$ cat config.mk
export PLATFORM = sky130hd
export DESIGN_NAME = hazard_ctrl
export DESIGN_NICKNAME = d
export VERILOG_FILES = /design/src/rtl/hazard_ctrl_pkg.sv /design/src/rtl/hazard_ctrl_md_busy_counter.sv /design/src/rtl/hazard_ctrl.sv
export SDC_FILE = /design/constraint.sdc
export NUM_CORES = 1
export LEC_CHECK = 0
export ABC_AREA = 1
export CAP_MARGIN = 20
export CORE_MARGIN = 2
export CORE_UTILIZATION = 44
export CTS_CLUSTER_DIAMETER = 40
export DETAILED_ROUTE_END_ITERATION = 12
export PLACE_DENSITY = 0.75
export SETUP_SLACK_MARGIN = 0.15
export SYNTH_ARGS = -nofsm -noshare
export SYNTH_HDL_FRONTEND = slang
export SYNTH_HIERARCHICAL = 1
export SYNTH_SLANG_ARGS = --single-unit
$ cat constraint.sdc
create_clock -name clk -period 1.85 [get_ports clk]
set_input_delay 0.37 -clock clk [delete_from_list [all_inputs] [get_ports clk]]
set_output_delay 0.37 -clock clk [all_outputs]
set_load 0.01 [all_outputs]
$ cat src/rtl/hazard_ctrl_pkg.sv
// Shared constants, scoreboard slot type and compare helpers for the
// decode-stage hazard controller.
package hazard_ctrl_pkg;

  localparam logic [1:0] TUSE_NONE      = 2'd3;
  localparam int         MD_CNT_W       = 4;
  localparam logic [3:0] MD_MULT_CYCLES = 4'd5;
  localparam logic [3:0] MD_DIV_CYCLES  = 4'd10;

  typedef struct packed {
    logic [4:0] wr;
    logic [1:0] tnew;
  } sb_slot_t;

  localparam sb_slot_t SLOT_BUBBLE = '{wr: 5'd0, tnew: 2'd0};

  // A slot blocks a source when it will write that register later than D needs it.
  // TUSE_NONE is the largest 2-bit value, so an unused source can never match.
  function automatic logic slot_hazard(input sb_slot_t slot,
                                       input logic [4:0] addr,
                                       input logic [1:0] tuse);
    return (slot.wr == addr) && (slot.tnew > tuse);
  endfunction

  function automatic logic [1:0] tnew_dec(input logic [1:0] tnew);
    return (tnew == 2'd0) ? 2'd0 : tnew - 2'd1;
  endfunction

endpackage

$ cat src/rtl/hazard_ctrl_md_busy_counter.sv
// Occupancy counter for the HI/LO multiply/divide unit; busy while nonzero.
module md_busy_counter
  import hazard_ctrl_pkg::*;
(
  input  logic clk,
  input  logic reset,
  input  logic start,
  input  logic is_div,
  output logic busy
);

  logic [MD_CNT_W-1:0] count;

  always_ff @(posedge clk) begin
    if (!reset) begin
      count <= '0;
    end else if (start) begin
      count <= is_div ? MD_DIV_CYCLES : MD_MULT_CYCLES;
    end else if (count != '0) begin
      count <= count - 1'b1;
    end
  end

  assign busy = (count != '0);

endmodule

$ cat src/rtl/hazard_ctrl.sv
// Decode-stage stall controller: two-slot Tnew/Tuse scoreboard plus HI/LO busy interlock.
module hazard_ctrl
  import hazard_ctrl_pkg::*;
(
  input  logic       clk,
  input  logic       reset,
  input  logic [4:0] D_rs_addr,
  input  logic [4:0] D_rt_addr,
  input  logic [1:0] D_Tuse_rs,
  input  logic [1:0] D_Tuse_rt,
  input  logic [4:0] D_wr_addr,
  input  logic [1:0] D_Tnew,
  input  logic       D_md_start,
  input  logic       D_md_div,
  input  logic       D_md_use,
  output logic       stall,
  output logic       F_En,
  output logic       D_En,
  output logic       E_Empty,
  output logic       md_busy
);

  sb_slot_t e_slot;
  sb_slot_t m_slot;
  logic     rs_hazard;
  logic     rt_hazard;
  logic     md_hazard;
  logic     md_start_ok;

  always_comb begin
    rs_hazard = (D_rs_addr != 5'd0) &&
                (slot_hazard(e_slot, D_rs_addr, D_Tuse_rs) ||
                 slot_hazard(m_slot, D_rs_addr, D_Tuse_rs));
    rt_hazard = (D_rt_addr != 5'd0) &&
                (slot_hazard(e_slot, D_rt_addr, D_Tuse_rt) ||
                 slot_hazard(m_slot, D_rt_addr, D_Tuse_rt));
    md_hazard = D_md_use && md_busy;
  end

  assign stall       = rs_hazard || rt_hazard || md_hazard;
  assign F_En        = !stall;
  assign D_En        = !stall;
  assign E_Empty     = stall;
  assign md_start_ok = D_md_start && !stall;

  // A stalled D instruction enters E as a bubble so it cannot be counted twice.
  always_ff @(posedge clk) begin
    if (!reset) begin
      e_slot <= SLOT_BUBBLE;
      m_slot <= SLOT_BUBBLE;
    end else begin
      m_slot <= '{wr: e_slot.wr, tnew: tnew_dec(e_slot.tnew)};
      if (stall) begin
        e_slot <= SLOT_BUBBLE;
      end else begin
        e_slot <= '{wr: D_wr_addr, tnew: D_Tnew};
      end
    end
  end

  md_busy_counter u_md_busy_counter (
    .clk    (clk),
    .reset  (reset),
    .start  (md_start_ok),
    .is_div (D_md_div),
    .busy   (md_busy)
  );

endmodule

==> impl_results.md <==
- Commonest cells after routing, fill and taps aside: 57 x nand2_1, 44 x inv_1, 25 x nor2_1
- Fraction of post-synthesis cell area in the top cell type by area: 28.3%
- Buffer levels on the longest clock path: 2
- Clock transition at the registers of the reported paths: 0.09 ns
- Part of the Yosys area used for sequential elements: 28.3%
- Uppermost layer routed: met4
- Clock Latency Late Sink: 0.30 ns
- Sinks on Clock Net: 18
- Endpoint arrival time on the critical path: 1.67 ns
- Starting density of the core: 46.1%
- Clock share of power: 12.9%
- Grt total ovfl: 0
- Detail-routed via count per cell: 4.62
- Worst slew margin relative to its limit: 67.7%
- Sequential share of power: 30.1%
- Switch Pwr: 732 uW
- Design Power: 1840 uW
- Detailed route wirelength on metal3: 108 um
- Total track usage: 19.2%
- Final hold violations: 0
- Required time of the critical path: 1.48 ns
- Worst-Margin Slew: 0.483 ns
- Number of distinct library cell variants in the gate-level netlist after synthesis: 19
- Root cell of the clock tree: clkbuf_4
- DRT iter0 DRCs: 70
- Min-Delay Path Class: flop to flop
- Max VDD drop: 1.03 mV
- Cell Rows: 19
- Global-route wire length before repair: 4950 um
- Antenna Violating Nets Remaining: 0
- Internal power: 1110 uW
- Setup repair after global routing missed its margin: yes
- Pin count of the biggest net entering global routing: 12
- # nets final: 295
- FILL cells: 248
- Switching share of total power: 39.7%
- Top-level port count: 31
- HPWL Detailed: 2290 um
- Tcrit/Tclk final: 110%
- Residual DRC: 0
- Yosys top cell by area: dfxtp_1
- Mean area per synthesized cell: 6.12 um^2
- N_diodes: 0
- Cell types occupying the most area after synthesis: dfxtp_1 28%, nand2_1 18%, inv_1 15%
- Kind of critical path: flop to output port
- Static Leak: 0.00102 uW
- Max FO, Critical Path: 4
- Count of vias placed by the detailed router: 1331
- Detailed-route wire length per cell: 10.2 um
- Netlist area before placement: 1270 um^2
- Achievable Freq: 0.490 GHz
- Initial antenna violation count: 0
- Seq cells post-synth: 18
- Full die area: 3340 um^2
- Cell area power density: 963 nW/um^2
- CTS Buf Count: 3
- Final number of max-transition violations: 0
- Depth of the CTS H-tree: 1
- Number of iterations in the first detailed-routing pass: 4
- Synth Net Count: 245
- Post-Place Setup Slack: -0.968 ns
- Number of global-route vias before repair: 1185
- CTS tree: yes
- Crit. End Element: output port
- Comb pwr share: 56.9%
- Leading cell type in the layout, fill and taps excluded: nand2_1
- Maximum clock skew at final layout: 0.00904 ns
- Result of the run: complete, but fails checks
- Drt total wl: 2930 um
- Met1 WL: 1340 um
- Number of max-cap violations: 0
- RePlAce Congestion: 0.880
- Area growth from synthesis to final layout: 50.5%
- Die extent in x: 57.8 um
- Footprint of the flip-flops and latches: 368 um^2
- Min cycle time layout: 2.04 ns
- Post-synthesis instance total: 208
- Number of warnings printed during yosys synthesis: 6
- Violated checks: setup timing
- Worst setup margin: -0.189 ns
- Fraction of final layout cells sized beyond drive strength 1: 24.9%
- Port Buffers: 30
- Vertical die dimension: 57.8 um
- Final setup violation count: 8
- Startpoint class of the critical path: flop
- Footprint of the multi-input gates: 838 um^2
- Core area: 2760 um^2
- Length of routed met2 wiring: 1440 um
[power by group through the flow]
| stage | Sequential, uW | Combinational (uW) | Clock, uW |
|---|---|---|---|
| after floorplan | 539 | 592 | 0 |
| after global placement | 558 | 910 | 0 |
| after detailed placement | 561 | 931 | 0 |
| after CTS | 554 | 993 | 248 |
| after global routing | 567 | 1170 | 266 |
| final | 556 | 1050 | 239 |
[logic make-up after synthesis]
| logic type | after synthesis | synth area share [%] |
|---|---|---|
| AOI/OAI and AO/OA | 8 | 3.34 |
| xor gates and xnor gates | 5 | 3.44 |
| adders and majority gates | 11 | 10.8 |
| buffers and inverters | 53 | 16.2 |
| DFF | 18 | 28.3 |
| and+or+nand+nor | 113 | 37.9 |
[critical path, stage by stage (launching register included)]
cell     delay, ns
dfxtp_2       0.34
inv_4         0.08
ha_4          0.19
nand2_1       0.06
inv_1         0.03
nor2_1        0.07
nand2_1       0.05
nor2_1        0.08
nand2_1       0.05
nand2_1       0.07
nand2_2       0.07
nand3_4       0.11
inv_4         0.04
buf_6         0.11
[Yosys cell counts]
cell type	instances
nand2_2	2
nor3_1	4
inv_1	50
nand4_1	1
nand2_1	62
dfxtp_1	18
xnor2_1	1
nor2_2	3
xor2_1	4
o211ai_1	1
o21ai_0	1
a21oi_1	6
ha_1	11
nand3_2	1
nor2_1	28
buf_4	2
inv_2	1
nand3_1	11
nand4_4	1
[routing by layer]
layer | up-vias | global-route usage [%]
met3 | 7 | 2.90
met4 | 0 | 7.64
met2 | 26 | 32.0
met5 | - | 0
met1 | 581 | 25.0
li1 | 717 | -
[area by class of cell]
class,instances,share of cell area [%]
repair buffers,47,21.7
multi-input cells,137,43.8
inverters,51,11.4
clock buffers,4,1.89
well taps,31,2.02
flip-flops and latches,18,19.2
[registers in the layout, summed over array words and instances (netlist names)]
name and flops:
e_slot 7, m_slot 7, u_md_busy_counter/count 4
[repair_timing]
action | CTS | global route
endpoints found under the setup margin | 16 | 16
hold buffers | 0 | 0
resized for setup | 45 | 10
pin swaps | 9 | 10
buffers inserted | 6 | 1
[final timing paths]
| kind | start | to | slack (ns) | depth (start not counted) |
|---|---|---|---|---|
| worst max register to register | e_slot[0] | u_md_busy_counter/count[1] | -0.16 | 19 |
| worst max-delay path | e_slot[0] | D_En | -0.19 | 13 |
| worst min register to register | e_slot[0] | m_slot[0] | 0.45 | 1 |
| worst min-delay path | e_slot[0] | m_slot[0] | 0.45 | 1 |
[per-stage QoR]
step	hold slack (ns)	setup TNS [ns]	area, um^2	cells	util [%]
floorplan	0.419	0	1400	208	-
detailed placement	0.431	-8.99	1790	277	64.9
finish	0.451	-1.30	1920	288	69.5
CTS	0.451	-1.21	1890	287	68.4
global route	0.474	-2.46	1920	288	69.5
global placement	0.430	-8.60	1790	277	64.9
Note: power is estimated with default switching activity, not from simulation.
